[config.mk]
export PLATFORM = sky130hd
export DESIGN_NAME = load_store_unit_flat
export DESIGN_NICKNAME = d
export VERILOG_FILES = /design/src/rtl/load_store_unit_if.sv /design/src/rtl/load_store_unit.sv /design/src/flat_wrapper.sv
export SDC_FILE = /design/constraint.sdc
export NUM_CORES = 1
export LEC_CHECK = 0
export BUFFER_PORTS_ARGS = -buffer_cell sky130_fd_sc_hd__buf_2
export CAP_MARGIN = 20
export CELL_PAD_IN_SITES_DETAIL_PLACEMENT = 0
export CELL_PAD_IN_SITES_GLOBAL_PLACEMENT = 2
export CORE_MARGIN = 2
export CORE_UTILIZATION = 33
export DETAILED_ROUTE_END_ITERATION = 8
export GPL_TIMING_DRIVEN = 0
export PLACE_DENSITY_LB_ADDON = 0.05
export REMOVE_ABC_BUFFERS = 1
export SLEW_MARGIN = 20
export SYNTH_ARGS = -nofsm -noshare
export SYNTH_HDL_FRONTEND = slang
export SYNTH_SLANG_ARGS = --single-unit
export TNS_END_PERCENT = 100
[constraint.sdc]
create_clock -name clk -period 6.9 [get_ports clk]
set_input_delay 0.69 -clock clk [delete_from_list [all_inputs] [get_ports clk]]
set_output_delay 0.69 -clock clk [all_outputs]
set_load 0.005 [all_outputs]
[src/rtl/load_store_unit_if.sv]
// Bundle of the execute-stage request, data-bus, writeback and exception
// signals around the load/store unit. The unit uses the slave modport; the
// environment (execute stage plus bus controller) uses the master modport.
//
// Handshakes: a request transfers on a rising edge where req_valid && req_ready.
// A bus transfer completes on a rising edge where a strobe (bus_rd or bus_wd)
// is high and bus_ready && !bus_busy; until then the strobe, bus_addr and
// bus_wdata are held stable by the unit.
interface load_store_unit_if;
    logic        req_valid;
    logic        req_ready;
    logic        req_store;
    logic [2:0]  req_funct3;
    logic [31:0] req_base;
    logic [31:0] req_offset;
    logic [31:0] req_wdata;
    logic [4:0]  req_rd;

    logic        bus_rd;
    logic        bus_wd;
    logic [31:0] bus_addr;
    logic [1:0]  bus_size;
    logic [31:0] bus_wdata;
    logic [31:0] bus_rdata;
    logic        bus_ready;
    logic        bus_busy;

    logic        wb_we;
    logic [4:0]  wb_rd;
    logic [31:0] wb_data;
    logic        done;
    logic        exc_misaligned;
    logic        exc_illegal;
    logic [31:0] exc_addr;

    modport slave (
        input  req_valid, req_store, req_funct3, req_base, req_offset,
               req_wdata, req_rd, bus_rdata, bus_ready, bus_busy,
        output req_ready, bus_rd, bus_wd, bus_addr, bus_size, bus_wdata,
               wb_we, wb_rd, wb_data, done, exc_misaligned, exc_illegal,
               exc_addr
    );

    modport master (
        output req_valid, req_store, req_funct3, req_base, req_offset,
               req_wdata, req_rd, bus_rdata, bus_ready, bus_busy,
        input  req_ready, bus_rd, bus_wd, bus_addr, bus_size, bus_wdata,
               wb_we, wb_rd, wb_data, done, exc_misaligned, exc_illegal,
               exc_addr
    );
endinterface

[src/rtl/load_store_unit.sv]
// RV32I load/store unit. One request at a time; every bus access is a
// word-aligned 32-bit transfer. Sub-word stores are done as read-modify-write,
// sub-word loads are extracted from the read word and sign/zero extended.
module load_store_unit (
    input  logic             clk,
    input  logic             rst,
    load_store_unit_if.slave lsu,
    output logic [2:0]       o_dbg_state
);
    typedef enum logic [2:0] {
        S_IDLE   = 3'd0,
        S_LOAD   = 3'd1,
        S_STORE  = 3'd2,
        S_RMW_RD = 3'd3,
        S_RMW_WR = 3'd4,
        S_DONE   = 3'd5,
        S_FAULT  = 3'd6
    } state_t;

    state_t      r_state;
    state_t      w_next;

    logic        r_store;
    logic [2:0]  r_funct3;
    logic [31:0] r_eff;
    logic [31:0] r_wdata;
    logic [4:0]  r_rd;
    logic        r_illegal;
    logic [31:0] r_cap;
    logic [31:0] r_merged;
    logic [31:0] r_exc_addr;
    logic [31:0] r_wb_data;
    logic [4:0]  r_wb_rd;

    logic        w_accept;
    logic        w_grant;
    logic [31:0] w_eff;
    logic        w_illegal;
    logic        w_misaligned;
    logic [7:0]  w_byte;
    logic [15:0] w_half;
    logic [31:0] w_ext;
    logic [31:0] w_merged;

    assign w_accept = lsu.req_valid && (r_state == S_IDLE);
    assign w_grant  = lsu.bus_ready && !lsu.bus_busy;
    assign w_eff    = lsu.req_base + lsu.req_offset;

    // Lanes of the read word addressed by the latched effective address.
    assign w_byte = lsu.bus_rdata[{r_eff[1:0], 3'b000} +: 8];
    assign w_half = lsu.bus_rdata[{r_eff[1], 4'b0000} +: 16];

    assign lsu.bus_addr = {r_eff[31:2], 2'b00};
    assign lsu.bus_size = 2'b10;
    assign lsu.exc_addr = r_exc_addr;
    assign o_dbg_state  = r_state;

    // In the DONE cycle of a load show the fresh result; otherwise hold the last one.
    assign lsu.wb_rd   = (r_state == S_DONE && !r_store) ? r_rd  : r_wb_rd;
    assign lsu.wb_data = (r_state == S_DONE && !r_store) ? r_cap : r_wb_data;

    // Classify the incoming request: illegal funct3 and alignment.
    always_comb begin
        w_illegal    = 1'b0;
        w_misaligned = 1'b0;
        if (lsu.req_store) begin
            w_illegal = (lsu.req_funct3 >= 3'd3);
        end else begin
            w_illegal = (lsu.req_funct3 == 3'd3) || (lsu.req_funct3[2:1] == 2'b11);
        end
        if (lsu.req_funct3[1:0] == 2'b01) begin
            w_misaligned = w_eff[0];
        end else if (lsu.req_funct3[1:0] == 2'b10) begin
            w_misaligned = (w_eff[1:0] != 2'b00);
        end
    end

    // Extend the loaded lane and build the merged word for sub-word stores.
    always_comb begin
        case (r_funct3)
            3'd0:    w_ext = {{24{w_byte[7]}}, w_byte};
            3'd4:    w_ext = {24'd0, w_byte};
            3'd1:    w_ext = {{16{w_half[15]}}, w_half};
            3'd5:    w_ext = {16'd0, w_half};
            default: w_ext = lsu.bus_rdata;
        endcase
        w_merged = lsu.bus_rdata;
        if (r_funct3[1:0] == 2'b00) begin
            w_merged[{r_eff[1:0], 3'b000} +: 8] = r_wdata[7:0];
        end else if (r_funct3[1:0] == 2'b01) begin
            w_merged[{r_eff[1], 4'b0000} +: 16] = r_wdata[15:0];
        end
    end

    // Next state and the state-decoded strobes/pulses.
    always_comb begin
        w_next             = r_state;
        lsu.req_ready      = 1'b0;
        lsu.bus_rd         = 1'b0;
        lsu.bus_wd         = 1'b0;
        lsu.bus_wdata      = 32'd0;
        lsu.done           = 1'b0;
        lsu.wb_we          = 1'b0;
        lsu.exc_misaligned = 1'b0;
        lsu.exc_illegal    = 1'b0;
        case (r_state)
            S_IDLE: begin
                lsu.req_ready = 1'b1;
                if (lsu.req_valid) begin
                    if (w_illegal || w_misaligned)      w_next = S_FAULT;
                    else if (!lsu.req_store)            w_next = S_LOAD;
                    else if (lsu.req_funct3[1:0] == 2'b10) w_next = S_STORE;
                    else                                w_next = S_RMW_RD;
                end
            end
            S_LOAD: begin
                lsu.bus_rd = 1'b1;
                if (w_grant) w_next = S_DONE;
            end
            S_STORE: begin
                lsu.bus_wd    = 1'b1;
                lsu.bus_wdata = r_wdata;
                if (w_grant) w_next = S_DONE;
            end
            S_RMW_RD: begin
                lsu.bus_rd = 1'b1;
                if (w_grant) w_next = S_RMW_WR;
            end
            S_RMW_WR: begin
                lsu.bus_wd    = 1'b1;
                lsu.bus_wdata = r_merged;
                if (w_grant) w_next = S_DONE;
            end
            S_DONE: begin
                lsu.done  = 1'b1;
                lsu.wb_we = !r_store && (r_rd != 5'd0);
                w_next    = S_IDLE;
            end
            S_FAULT: begin
                lsu.done           = 1'b1;
                lsu.exc_illegal    = r_illegal;
                lsu.exc_misaligned = !r_illegal;
                w_next             = S_IDLE;
            end
            default: w_next = S_IDLE;
        endcase
    end

    // State register, request latch, captured read data and held results.
    always_ff @(posedge clk) begin
        if (rst) begin
            r_state    <= S_IDLE;
            r_store    <= 1'b0;
            r_funct3   <= 3'd0;
            r_eff      <= 32'd0;
            r_wdata    <= 32'd0;
            r_rd       <= 5'd0;
            r_illegal  <= 1'b0;
            r_cap      <= 32'd0;
            r_merged   <= 32'd0;
            r_exc_addr <= 32'd0;
            r_wb_data  <= 32'd0;
            r_wb_rd    <= 5'd0;
        end else begin
            r_state <= w_next;
            if (w_accept) begin
                r_store   <= lsu.req_store;
                r_funct3  <= lsu.req_funct3;
                r_eff     <= w_eff;
                r_wdata   <= lsu.req_wdata;
                r_rd      <= lsu.req_rd;
                r_illegal <= w_illegal;
                if (w_illegal || w_misaligned) r_exc_addr <= w_eff;
            end
            if (r_state == S_LOAD && w_grant)   r_cap    <= w_ext;
            if (r_state == S_RMW_RD && w_grant) r_merged <= w_merged;
            if (r_state == S_DONE && !r_store) begin
                r_wb_data <= r_cap;
                r_wb_rd   <= r_rd;
            end
        end
    end
endmodule

[src/flat_wrapper.sv]
// flat-port wrapper written by rule: the top's interface ports become plain ports
module load_store_unit_flat 
  (clk, rst, o_dbg_state, lsu_req_valid, lsu_req_store, lsu_req_funct3, lsu_req_base, lsu_req_offset, lsu_req_wdata, lsu_req_rd, lsu_bus_rdata, lsu_bus_ready, lsu_bus_busy, lsu_req_ready, lsu_bus_rd, lsu_bus_wd, lsu_bus_addr, lsu_bus_size, lsu_bus_wdata, lsu_wb_we, lsu_wb_rd, lsu_wb_data, lsu_done, lsu_exc_misaligned, lsu_exc_illegal, lsu_exc_addr);
  load_store_unit_if lsu_i ();
  input  logic clk;
  input  logic rst;
  output logic [2:0] o_dbg_state;
  input wire logic [$bits(lsu_i.req_valid)-1:0] lsu_req_valid;
  input wire logic [$bits(lsu_i.req_store)-1:0] lsu_req_store;
  input wire logic [$bits(lsu_i.req_funct3)-1:0] lsu_req_funct3;
  input wire logic [$bits(lsu_i.req_base)-1:0] lsu_req_base;
  input wire logic [$bits(lsu_i.req_offset)-1:0] lsu_req_offset;
  input wire logic [$bits(lsu_i.req_wdata)-1:0] lsu_req_wdata;
  input wire logic [$bits(lsu_i.req_rd)-1:0] lsu_req_rd;
  input wire logic [$bits(lsu_i.bus_rdata)-1:0] lsu_bus_rdata;
  input wire logic [$bits(lsu_i.bus_ready)-1:0] lsu_bus_ready;
  input wire logic [$bits(lsu_i.bus_busy)-1:0] lsu_bus_busy;
  output wire logic [$bits(lsu_i.req_ready)-1:0] lsu_req_ready;
  output wire logic [$bits(lsu_i.bus_rd)-1:0] lsu_bus_rd;
  output wire logic [$bits(lsu_i.bus_wd)-1:0] lsu_bus_wd;
  output wire logic [$bits(lsu_i.bus_addr)-1:0] lsu_bus_addr;
  output wire logic [$bits(lsu_i.bus_size)-1:0] lsu_bus_size;
  output wire logic [$bits(lsu_i.bus_wdata)-1:0] lsu_bus_wdata;
  output wire logic [$bits(lsu_i.wb_we)-1:0] lsu_wb_we;
  output wire logic [$bits(lsu_i.wb_rd)-1:0] lsu_wb_rd;
  output wire logic [$bits(lsu_i.wb_data)-1:0] lsu_wb_data;
  output wire logic [$bits(lsu_i.done)-1:0] lsu_done;
  output wire logic [$bits(lsu_i.exc_misaligned)-1:0] lsu_exc_misaligned;
  output wire logic [$bits(lsu_i.exc_illegal)-1:0] lsu_exc_illegal;
  output wire logic [$bits(lsu_i.exc_addr)-1:0] lsu_exc_addr;
  assign lsu_i.req_valid = lsu_req_valid;
  assign lsu_i.req_store = lsu_req_store;
  assign lsu_i.req_funct3 = lsu_req_funct3;
  assign lsu_i.req_base = lsu_req_base;
  assign lsu_i.req_offset = lsu_req_offset;
  assign lsu_i.req_wdata = lsu_req_wdata;
  assign lsu_i.req_rd = lsu_req_rd;
  assign lsu_i.bus_rdata = lsu_bus_rdata;
  assign lsu_i.bus_ready = lsu_bus_ready;
  assign lsu_i.bus_busy = lsu_bus_busy;
  assign lsu_req_ready = lsu_i.req_ready;
  assign lsu_bus_rd = lsu_i.bus_rd;
  assign lsu_bus_wd = lsu_i.bus_wd;
  assign lsu_bus_addr = lsu_i.bus_addr;
  assign lsu_bus_size = lsu_i.bus_size;
  assign lsu_bus_wdata = lsu_i.bus_wdata;
  assign lsu_wb_we = lsu_i.wb_we;
  assign lsu_wb_rd = lsu_i.wb_rd;
  assign lsu_wb_data = lsu_i.wb_data;
  assign lsu_done = lsu_i.done;
  assign lsu_exc_misaligned = lsu_i.exc_misaligned;
  assign lsu_exc_illegal = lsu_i.exc_illegal;
  assign lsu_exc_addr = lsu_i.exc_addr;
  load_store_unit u_core (.clk(clk), .rst(rst), .lsu(lsu_i), .o_dbg_state(o_dbg_state));
endmodule
==> flow_summary.toml <==
[outcome]
status = "completed"

[floorplan]
num_rows = 67
die-area_mm2 = 0.0355
die_h_um = 188
die_w_um = 188
coreArea_mm2 = 0.0335
start_util_pct = 33.5
pin_count = 287

[synth]
synth_area_leader_cell = "dfxtp_1"
ys_top_cells_by_count = "nand2_1, dfxtp_1, a21oi_1"
yosys_warnings = 0
postSynthAreaPerCell_um2 = 7.97
synth_edf_count = 0
synth-main-ff-cell = "dfxtp_1"
synth.distinct_cells = 72
synth_most_common_cell = "nand2_1"
synth_seq_area_share_pct = 37.5
synth_area_mm2 = 0.0112
ys_async_sr_fraction_pct = 0
synth_cells = 1408
synth_area_leaders = "dfxtp_1, nand2_1, a21oi_1"
yosysTopAreaCellShare_pct = 37.5
synth_seq_cells = 210

[grt]
overflow = 0
grt.total_usage_pct = 21.4
grt_max_degree = 104
antenna_found_initial = 4
grt_pass1_vias = 10600
grt_pass1_wl_um = 60400

[run]
drv_cap = 0

[worst_setup_path]
cp_max_fo = 11
crit_path_start = "u_core.o_dbg_state[2]"
cp_common_cell = "buf_2"
endpoint_kind = "output pin"
critPathTopFamily = "buffers and inverters"
cp.required_ns = 6.21
ff2ff_path_depth = 7
slowest_delay_ns = 0.69
critPathKind = "reg -> out"
crit_buf_inv = 6
worstReg2RegStart = "u_core.r_eff[1]"
cp_slowest_cell = "nor4b_2"
critPathLaunchType = "flop"
reg2reg_to = "u_core.r_merged[21]"
worst-path-stages = 8
worst-r2r-setup-slack_ns = 3.25
path_cells = "inv_1, nor4b_2, buf_2, buf_2, buf_2, buf_2, mux2_2, buf_2"
cp-endpoint = "lsu_wb_data[16]"
cp.arrival_ns = 3.44

[power_and_ir_drop]
swShare_pct = 37.2
pwr-share-clk_pct = 31.2
pwr-share-comb_pct = 33.4
p_per_area_mw_per_mm2 = 325
ir_drop_mv = 0.186
switchingPower_w = 0.00167
p_seq_share_pct = 35.4
p_int_w = 0.00282
p_leak_nw = 5.87

[clocking]
tritoncts = "built"
htreeDepth = 1
cts_root_buf = "clkbuf_16"
cts_inserted_buffers = 27
path_clk_slew_ns = 0.06
postCtsSetupBuffers = 0
cts_buffer_depth = 3
clock_sinks = 210
postCtsHoldBufs = 0
cts_resized = 0
worstSkewPairLatency_ns = 0.53

[routing]
wl_per_cell_um = 18.8
drt-initial-drc-count = 640
drc_errors = 0
num_vias = 10700
drt-vias-per-instance = 5.16
routed_wl_um = 38900
drt_pass1_iterations = 6
ant_nets = 0

[worst_hold_path]
min_path_cells = 3
worstHoldPathType = "in -> reg"

[place]
hpwlAfterDp_um = 27800
dp.cells = 2027
place.gp.congestion = 0.778
io_buffers = 282
placed_cell_area_mm2 = 0.0129
dp_slack_ns = 3.35

[timing]
fmax_mhz = 242
rsz0062_at_grt = "no"
finalWorstSetupSlack_ns = 2.77
max_slew_margin_pct = 29.6
period_minus_slack_ns = 4.13
fin_crit_sh_pct = 59.9
drv_slew = 0
finalSetupViolCount = 0
finalClockSkew_ns = 0.0124
timing.hold.ws_ns = 0.393
tightest_slew_ns = 1.05
final-hold-violation-count = 0

[layout]
finalInstanceArea_mm2 = 0.0138
finish.utilization_pct = 41.2
fin_cells = 2076
nets = 1787
syn_to_final_growth_pct = 23.2
drive_gt1_share_pct = 25.3
==> cell usage in the layout (no fill, tap or decap), types with 17 or more instances in the layout <==
cell type / count
a21oi_1: 154
clkbuf_16: 27
nand2_1: 243
nor2b_1: 45
buf_2: 288
a211oi_1: 30
a221oi_1: 20
o21ai_0: 42
mux2_2: 37
inv_1: 25
nand3_1: 22
nor2_1: 102
nor3_1: 37
a22oi_1: 17
a22o_1: 40
dfxtp_1: 207
ha_1: 36
==> tightest hold or removal path, stage by stage <==
cell and delay (ns):
buf_2 0.09, nand2_1 0.05, a21oi_1 0.05
==> worst min-delay path by stage <==
| stage | startpoint | to | slack (ns) |
|---|---|---|---|
| floorplan | u_core.r_cap[0] | u_core.r_cap[0] | 0.42 |
| global placement | u_core.r_eff[11] | u_core.r_eff[11] | 0.44 |
| detailed placement | u_core.r_eff[3] | u_core.r_eff[3] | 0.44 |
| CTS | lsu_req_rd[1] | u_core.r_rd[1] | 0.37 |
| global route | lsu_req_rd[1] | u_core.r_rd[1] | 0.38 |
| finish | lsu_req_wdata[11] | u_core.r_wdata[11] | 0.39 |
==> logic make-up (layout without fill, tap and decap cells) <==
kind of cell | after synthesis | count (layout) | synth area share (%)
flops | 210 | 210 | 37.5
mux | 38 | 38 | 3.80
xor+xnor | 24 | 24 | 1.87
other cells | 2 | 6 | 0.0669
simple gates | 530 | 530 | 21.7
fa+ha+maj | 37 | 37 | 4.19
buf+inv | 162 | 378 | 6.72
compound gates | 405 | 405 | 24.2
==> final cells by class <==
type                            instances  area [µm²]
Antenna cell                            2        5.00
Clock buffer                           33         718
Clock inverter                         14         159
Fill cell                            3564       19700
Inverter                               27         101
Multi-Input combinational cell       1038        6330
Sequential cell                       210        4210
Tap cell                              448         561
Timing Repair Buffer                  304        1750
==> power groups by stage <==
stage	clock (W)	sequential (W)	combinational, W
3_3_place_gp	0	0.00162	0.00141
2_1_floorplan	0	0.00157	0.000834
4_1_cts	0.00145	0.00159	0.00152
5_1_grt	0.00149	0.00162	0.00168
6_report	0.00140	0.00159	0.00150
3_5_place_dp	0	0.00161	0.00152
==> through the flow <==
stage	total power [W]	setup TNS (ns)
finish	0.00449	0
global route	0.00478	0
CTS	0.00455	0
detailed placement	0.00313	0
global placement	0.00303	-206.75
floorplan	0.00241	0
==> state kept, by name, indices dropped and copies added, names as in the netlist <==
| signal | flops |
|---|---|
| u_core.r_funct3 | 3 |
| u_core.r_store | 1 |
| u_core.r_rd | 5 |
| u_core.r_merged | 32 |
| u_core.r_cap | 32 |
| u_core.r_wdata | 32 |
| u_core.o_dbg_state | 3 |
| u_core.r_eff | 32 |
| u_core.r_illegal | 1 |
| u_core.r_wb_data | 32 |
| u_core.lsu.exc_addr | 32 |
| u_core.r_wb_rd | 5 |
==> routing by layer <==
| metal | global-route usage, % | vias up | wire [µm] |
|---|---|---|---|
| met5 | 0 | - | 25 |
| met3 | 4.88 | 55 | 2660 |
| met4 | 5.50 | 4 | 929 |
| li1 | - | 5388 | - |
| met2 | 36.2 | 303 | 18100 |
| met1 | 27.4 | 4969 | 17200 |
Note: power is estimated with default switching activity, not from simulation.
